[src/rtl/div3_pkg.sv]
// rtl/div3_pkg.sv - shared types, widths and reference model for the serial divide-by-3 unit
//
// Purpose : FSM state encoding, remainder width and a behavioural reference
//           function returning quotient and remainder of value / 3.
// Ports   : none (package).
package div3_pkg;

   typedef enum logic [1:0] {
      IDLE = 2'd0,
      RUN  = 2'd1,
      DONE = 2'd2
   } div3_state_t;

   localparam int REM_W = 2;

   typedef struct packed {
      logic [63:0]      quotient;
      logic [REM_W-1:0] remainder;
   } div3_result_t;

   function automatic div3_result_t div3_model(input logic [63:0] value);
      div3_result_t res;
      res.quotient  = value / 64'd3;
      res.remainder = REM_W'(value % 64'd3);
      return res;
   endfunction

endpackage

[src/rtl/div3_step.sv]
// rtl/div3_step.sv - one MSB-first long-division step by 3
//
// Purpose : combinational remainder-machine step, t = 2*r + b.
// Ports   : r      - current remainder (0..2)
//           b      - next dividend bit
//           r_next - remainder after this bit
//           q_bit  - quotient bit produced by this step
module div3_step
   import div3_pkg::*;
(
   input  logic [REM_W-1:0] r,
   input  logic             b,
   output logic [REM_W-1:0] r_next,
   output logic             q_bit
);

   logic [2:0] t;

   always_comb begin
      // 2*r + b is just the remainder with the new bit appended.
      t      = {r, b};
      q_bit  = (t >= 3'd3);
      r_next = q_bit ? REM_W'(t - 3'd3) : t[REM_W-1:0];
   end

endmodule

[src/rtl/div3_serial.sv]
// rtl/div3_serial.sv - sequential divide-by-3, one dividend bit per clock
//
// Purpose : accepts an operand over in_valid/in_ready, performs MSB-first long
//           division by 3 in DATA_W cycles, presents quotient/remainder and a
//           divisibility flag over out_valid/out_ready.
// Ports   : clk, rst_n (async, active low)
//           in_valid, in_ready, in_data[DATA_W-1:0]   - operand handshake
//           out_valid, out_ready                      - result handshake
//           quotient[DATA_W-1:0], remainder[1:0], divisible - registered result
module div3_serial
   import div3_pkg::*;
#(
   parameter int DATA_W = 8
) (
   input  logic              clk,
   input  logic              rst_n,
   input  logic              in_valid,
   output logic              in_ready,
   input  logic [DATA_W-1:0] in_data,
   output logic              out_valid,
   input  logic              out_ready,
   output logic [DATA_W-1:0] quotient,
   output logic [REM_W-1:0]  remainder,
   output logic              divisible
);

   localparam int CNT_W = $clog2(DATA_W);

   div3_state_t       state_q;
   div3_state_t       state_d;
   logic [DATA_W-1:0] shift_q;
   logic [DATA_W-1:0] quot_q;
   logic [REM_W-1:0]  rem_q;
   logic [CNT_W-1:0]  cnt_q;
   logic              in_ready_q;
   logic              in_ready_d;
   logic              out_valid_q;
   logic              out_valid_d;
   logic [DATA_W-1:0] quotient_q;
   logic [REM_W-1:0]  remainder_q;
   logic              divisible_q;

   logic [REM_W-1:0]  r_next;
   logic              q_bit;
   logic [DATA_W-1:0] quot_shifted;
   logic              accept;
   logic              last_bit;

   div3_step u_step (
      .r      (rem_q),
      .b      (shift_q[DATA_W-1]),
      .r_next (r_next),
      .q_bit  (q_bit)
   );

   assign accept       = (state_q == IDLE) && in_valid && in_ready_q;
   assign last_bit     = (cnt_q == '0);
   assign quot_shifted = {quot_q[DATA_W-2:0], q_bit};

   // State register
   always_ff @(posedge clk or negedge rst_n) begin
      if (!rst_n) begin
         state_q <= IDLE;
      end else begin
         state_q <= state_d;
      end
   end

   // Next-state logic
   always_comb begin
      state_d = state_q;
      case (state_q)
         IDLE: if (accept)                   state_d = RUN;
         RUN:  if (last_bit)                 state_d = DONE;
         DONE: if (out_valid_q && out_ready) state_d = IDLE;
         default:                            state_d = IDLE;
      endcase
   end

   // Handshake outputs are registered, so they are derived from the state
   // being entered rather than the current one.
   always_comb begin
      in_ready_d  = (state_d == IDLE);
      out_valid_d = (state_d == DONE);
   end

   always_ff @(posedge clk or negedge rst_n) begin
      if (!rst_n) begin
         in_ready_q  <= 1'b0;
         out_valid_q <= 1'b0;
      end else begin
         in_ready_q  <= in_ready_d;
         out_valid_q <= out_valid_d;
      end
   end

   // Datapath: shift register, running quotient, remainder and bit counter.
   always_ff @(posedge clk or negedge rst_n) begin
      if (!rst_n) begin
         shift_q <= '0;
         quot_q  <= '0;
         rem_q   <= '0;
         cnt_q   <= '0;
      end else if (accept) begin
         shift_q <= in_data;
         quot_q  <= '0;
         rem_q   <= '0;
         cnt_q   <= CNT_W'(DATA_W - 1);
      end else if (state_q == RUN) begin
         shift_q <= {shift_q[DATA_W-2:0], 1'b0};
         quot_q  <= quot_shifted;
         rem_q   <= r_next;
         cnt_q   <= cnt_q - 1'b1;
      end
   end

   // Result registers load once, on the final bit, so they stay put through
   // DONE and after the output handshake until the next result is ready.
   always_ff @(posedge clk or negedge rst_n) begin
      if (!rst_n) begin
         quotient_q  <= '0;
         remainder_q <= '0;
         divisible_q <= 1'b0;
      end else if ((state_q == RUN) && last_bit) begin
         quotient_q  <= quot_shifted;
         remainder_q <= r_next;
         divisible_q <= (r_next == '0);
      end
   end

   assign in_ready  = in_ready_q;
   assign out_valid = out_valid_q;
   assign quotient  = quotient_q;
   assign remainder = remainder_q;
   assign divisible = divisible_q;

`ifndef SYNTHESIS
   always @(posedge clk) begin
      if (rst_n) begin
         assert (rem_q != 2'd3);
      end
   end
`endif

endmodule

[config.mk]
export PLATFORM = sky130hd
export DESIGN_NAME = div3_serial
export DESIGN_NICKNAME = d
export VERILOG_FILES = /design/src/rtl/div3_pkg.sv /design/src/rtl/div3_step.sv /design/src/rtl/div3_serial.sv
export SDC_FILE = /design/constraint.sdc
export NUM_CORES = 1
export LEC_CHECK = 0
export CORE_MARGIN = 4
export CORE_UTILIZATION = 40
export CTS_CLUSTER_SIZE = 12
export DETAILED_ROUTE_END_ITERATION = 8
export GPL_TIMING_DRIVEN = 1
export SETUP_SLACK_MARGIN = 0.4
export SLEW_MARGIN = 40
export SYNTH_ARGS = -nofsm -noshare
export SYNTH_HDL_FRONTEND = slang
export SYNTH_SLANG_ARGS = --single-unit
export TNS_END_PERCENT = 10
[constraint.sdc]
create_clock -name clk -period 4.6 [get_ports clk]
set_clock_uncertainty 0.05 [all_clocks]
set_input_delay 0.92 -clock clk [delete_from_list [all_inputs] [get_ports clk]]
set_output_delay 0.92 -clock clk [all_outputs]
set_load 0.05 [all_outputs]
==> results of run 1 <==
==> per-stage QoR <==
| step | instance area (um^2) | power, uW |
|---|---|---|
| floorplan | 1480 | 954.5 |
| detailed placement | 1765 | 1137 |
| global route | 1838 | 1419 |
| global placement | 1763 | 1118 |
| CTS | 1838 | 1336 |
| finish | 1838 | 1320 |
==> worst max path at each step <==
stage	startpoint	slack, ns	endpoint
4_1_cts	in_ready	2.12	in_ready
2_1_floorplan	in_valid	2.85	shift_q[6]
3_3_place_gp	in_valid	2.33	shift_q[3]
5_1_grt	in_ready	2.10	in_ready
6_report	in_ready	2.14	in_ready
3_5_place_dp	in_valid	2.32	shift_q[3]
==> metal layers <==
metal  up-vias  share of wire (%)  global-route usage [%]  wire length (um)
met5         -                  0                       0                 0
met4         0                1.4                   7.299                38
met3         4                5.9                   4.538               158
met2        29                 47                   21.33              1262
met1       506                 46                   17.69              1228
li1        501                  -                       -                 -
==> registers in the layout (all words and copies together) (netlist names) <==
signal / cells
rem_q: 2
out_valid: 1
quot_q: 7
quotient: 8
state_q: 2
divisible: 1
shift_q: 8
remainder: 2
cnt_q: 3
in_ready: 1
==> report_power, final <==
group | internal (uW) | total, uW | switching [uW]
Combinational | 239 | 598 | 360
Clock | 101 | 197 | 96.0
Sequential | 433 | 525 | 91.8
Total | 773 | 1320 | 547
==> final cells by class <==
class | instances | area (um^2)
fill | 324 | 1604
timing repair buffer | 26 | 255.2
inverter | 3 | 11.26
tap | 46 | 57.56
sequential | 35 | 875.8
multi-input combinational | 86 | 565.5
clock buffer | 6 | 72.57
==> synth_stat cells (2+ instances only) <==
master,instances
dfrtp_1,35
nand2_1,26
o21ai_0,18
a22oi_1,7
mux2_2,6
buf_2,4
o21ai_1,4
ha_1,3
inv_1,3
mux2_4,3
o2bb2ai_1,3
nand2b_1,2
==> cell families (layout without fill, tap and decap cells) <==
logic type	after synthesis	in the layout	synth area share, %
buffers and inverters	10	35	3.212
muxes	10	10	8.284
AOI/OAI and AO/OA	37	37	15.30
and+or+nand+nor	36	36	11.50
DFF	35	35	59.17
adders and majority gates	3	3	2.536
==> metrics.txt, run 1 <==
status complete, no violations; vias per cell 5.149; Critical Path AT 1.49 ns; Netlist cell types 29; Final GP Congestion 0.7469; P&R area growth vs syn 24.18%; Cell Chain, Critical Path clkdlybuf4s50_1; drt pass-1 iters 4; layout cell share with drive strength beyond 1 13.46%; Clk pin slew, worst setup/hold paths 0.06 ns; total wire length 2.688 mm; dominant synthesized flop cell dfrtp_1; reg2reg start cnt_q[0]; DRC Markers 0; peak fanout along the critical path 3; cell accounting for the most synthesized area dfrtp_1; CTS Sinks 35; vias in the first global route 1,075; Lkg Pwr 0.0008477 uW; number of synthesized register bits 35; Critical Setup Path Class reg2out; Final Slew Violations 0; die width 68.83 um; synth top area cells dfrtp_1 59%, nand2_1 6.6%, o21ai_0 6.1%; post-DR wirelength/cell 13.31 um; RSZ-0062 raised after global routing no; final std cells w/o fill 202; Die Ht 68.83 um; Remaining Overflow, GRT 0; minimum clock period 2.460 ns; yosys warns 0; n_diodes 0; placed wire-length estimate 1.857 mm; Place WS 2.320 ns; Port Buffers 24; postcts setup bufs 0; slowest stage cell, crit path clkdlybuf4s50_1; Ports 25; highest-count cells in the layout ignoring fill and taps 35 x dfrtp_1, 26 x nand2_1, 24 x clkdlybuf4s50_1, 18 x o21ai_0, 7 x a22oi_1; Post-synth EDFFs 0; r2r endpoint quotient[1]; slowest stage delay, CP 0.82 ns; Post-CTS Hold Fix Bufs 0; Cell Pwr Density 718.2 nW/um^2; first-pass GRT wire length 4.823 mm; Rows 21; full die area 4738 um^2; Rel. slew slack 61.94%; final worst slack 2.140 ns; worst skew pair latency 0.28 ns; Core Util, Final 53.40%; WP buf/inv 1; number of CTS-inserted buffers 5; largest net degree at the start of global routing 36; synthesized cell area 1480 um^2; Final #Nets 172; # resized after CTS 0; flop2flop setup slack 2.89 ns; CTS tree yes; Worst Path Required 3.63 ns; Hold Crit Start quotient[0]; worst-margin pin slew 0.5684 ns; initial antenna violation count 0; setup_tns 0 ns; Syn Inst Count 131; number of nets with antenna violations after routing 0; synthesized area per cell 11.30 um^2; share of the synthesized area in the top cell type 59.17%; commonest non-fill, non-tap cell in the layout dfrtp_1; total global-route track usage 14.00%; Max VDD drop 0.0003639 V; Hold WC Path Type reg2reg; setup violators final 0; hold slack final 0.4285 ns; Worst Setup Start Kind register; clk root buf clkbuf_8; CTS H-tree lvls 2; FF-to-FF path depth 5; Starting DRT DRC Count 38; CTS Buffer Depth 2; FMAX 406.6 MHz; delay-heaviest family, CP buffers and inverters; Hold Crit Endpoint quotient[0]; Final period util 53.47%; max-cap violations 0; share of the yosys chip area belonging to registers 59.17%; WHS Path Cells 2; crit end category output pin; critical path depth 1; Post-Place Cells 196; FFs w/ async S/R, synth 100.0%; Initial Utilization 43.00%; via count 1,040; Hold Fails Final Rpt 0; core area 3442 um^2; Synthesized Nets 146
(Power assumes the default switching activity.)
==> run 2: changes to the inputs <==
==> constraint.sdc (replaced) <==
create_clock -name clk -period 2.3 [get_ports clk]
set_clock_uncertainty 0.05 [all_clocks]
set_input_delay 0.46 -clock clk [delete_from_list [all_inputs] [get_ports clk]]
set_output_delay 0.46 -clock clk [all_outputs]
set_load 0.05 [all_outputs]
==> metrics.txt, run 2 (synthesized netlist as in run 1, its figures left out) <==
fillers 315; total global-route track usage 14.27%; Die Ht 68.83 um; CTS Buffer Depth 2; crit path launch quotient[5]; Starting DRT DRC Count 25; Cell Chain, Critical Path clkdlybuf4s50_1; Final GP Congestion 0.7665; critical path depth 1; slowest stage cell, crit path clkdlybuf4s50_1; n_diodes 0; Initial Utilization 43.00%; Ports 25; register area 875.8 um^2; number of CTS-inserted buffers 5; RSZ-0062 raised after global routing yes; status complete, no violations; slowest stage delay, CP 0.81 ns; setup_tns 0 ns; post-DR wirelength/cell 13.59 um; Hold WC Path Type reg2reg; Clk pin slew, worst setup/hold paths 0.07 ns; hold slack final 0.4278 ns; Rows 21; clk root buf clkbuf_8; FF-to-FF path depth 5; Critical Setup Path Class reg2out; minimum clock period 1.955 ns; Max VDD drop 0.0006348 V; Hold Fails Final Rpt 0; reg2reg start cnt_q[0]; DRC Markers 0; highest-count cells in the layout ignoring fill and taps 35 x dfrtp_1, 26 x nand2_1, 22 x clkdlybuf4s50_1, 18 x o21ai_0; FMAX 511.4 MHz; r2r endpoint quotient[4]; worst skew pair latency 0.29 ns; setup violators final 0; vias per cell 5.151; Worst Path Required 1.79 ns; Final period util 85.01%; Final Slew Violations 0; layout cell share with drive strength beyond 1 14.47%; largest net degree at the start of global routing 36; Final #Nets 173; CTS tree yes; Cell Pwr Density 1463 nW/um^2; die width 68.83 um; Post-CTS Hold Fix Bufs 0; delay-heaviest family, CP buffers and inverters; first-pass GRT wire length 4.761 mm; worst setup path endpoint quotient[5]; initial antenna violation count 0; CTS Sinks 35; placed wire-length estimate 1.890 mm; P&R area growth vs syn 26.46%; drt pass-1 iters 4; Rel. slew slack 66.25%; number of nets with antenna violations after routing 0; postcts setup bufs 0; full die area 4738 um^2; CTS H-tree lvls 2; core area 3442 um^2; Lkg Pwr 0.0008842 uW; Worst Setup Start Kind register; Remaining Overflow, GRT 0; crit end category output pin; # resized after CTS 1; total wire length 2.786 mm; WP buf/inv 1; Critical Path AT 1.45 ns; Port Buffers 24; vias in the first global route 1,043; area of the multi-input gates 563.0 um^2; via count 1,056; flop2flop setup slack 0.58 ns; max-cap violations 0; worst-margin pin slew 0.5055 ns; commonest non-fill, non-tap cell in the layout dfrtp_1; peak fanout along the critical path 2
==> run 2: area by class of cell <==
cell class	count	area share, %
repair buffers	27	14.10
multi-input cells	86	30.08
clock buffers	8	5.348
well taps	46	3.075
inverters	3	0.6016
flip-flops and latches	35	46.79
==> run 2: report_power, final <==
| group | switching [uW] | total (uW) | internal [uW] |
|---|---|---|---|
| clock network | 211 | 484 | 273 |
| logic | 724 | 1200 | 480 |
| registers | 184 | 1050 | 866 |
==> run 2: layer usage <==
metal,part of all wire (%),up-vias,track usage [%]
li1,-,508,-
met1,47,515,17.69
met2,45,27,20.62
met3,5.7,6,6.807
met4,2.1,0,7.299
met5,0,-,0
==> run 2: stage by stage <==
stage          instance area [um^2]  instances  setup WS (ns)  util, %  total power, uW
2_1_floorplan                  1480        131         0.7043        -             1909
3_3_place_gp                   1770        197         0.5418    51.44             2250
3_5_place_dp                   1770        197         0.4878    51.44             2285
4_1_cts                        1869        205         0.3196    54.31             2772
5_1_grt                        1872        205         0.2990    54.38             2932
6_report                       1872        205         0.3447    54.38             2739
==> run 2: worst min path at each step <==
| stage | startpoint | end | slack [ns] | cells past startpoint |
|---|---|---|---|---|
| finish | quotient[0] | quotient[0] | 0.43 | 2 |
| global route | shift_q[4] | shift_q[5] | 0.46 | 2 |
| CTS | quotient[0] | quotient[0] | 0.44 | 2 |
| detailed placement | quotient[0] | quotient[0] | 0.42 | 2 |
| global placement | remainder[1] | remainder[1] | 0.41 | 2 |
| floorplan | rst_n | cnt_q[0] | 0.11 | 0 |
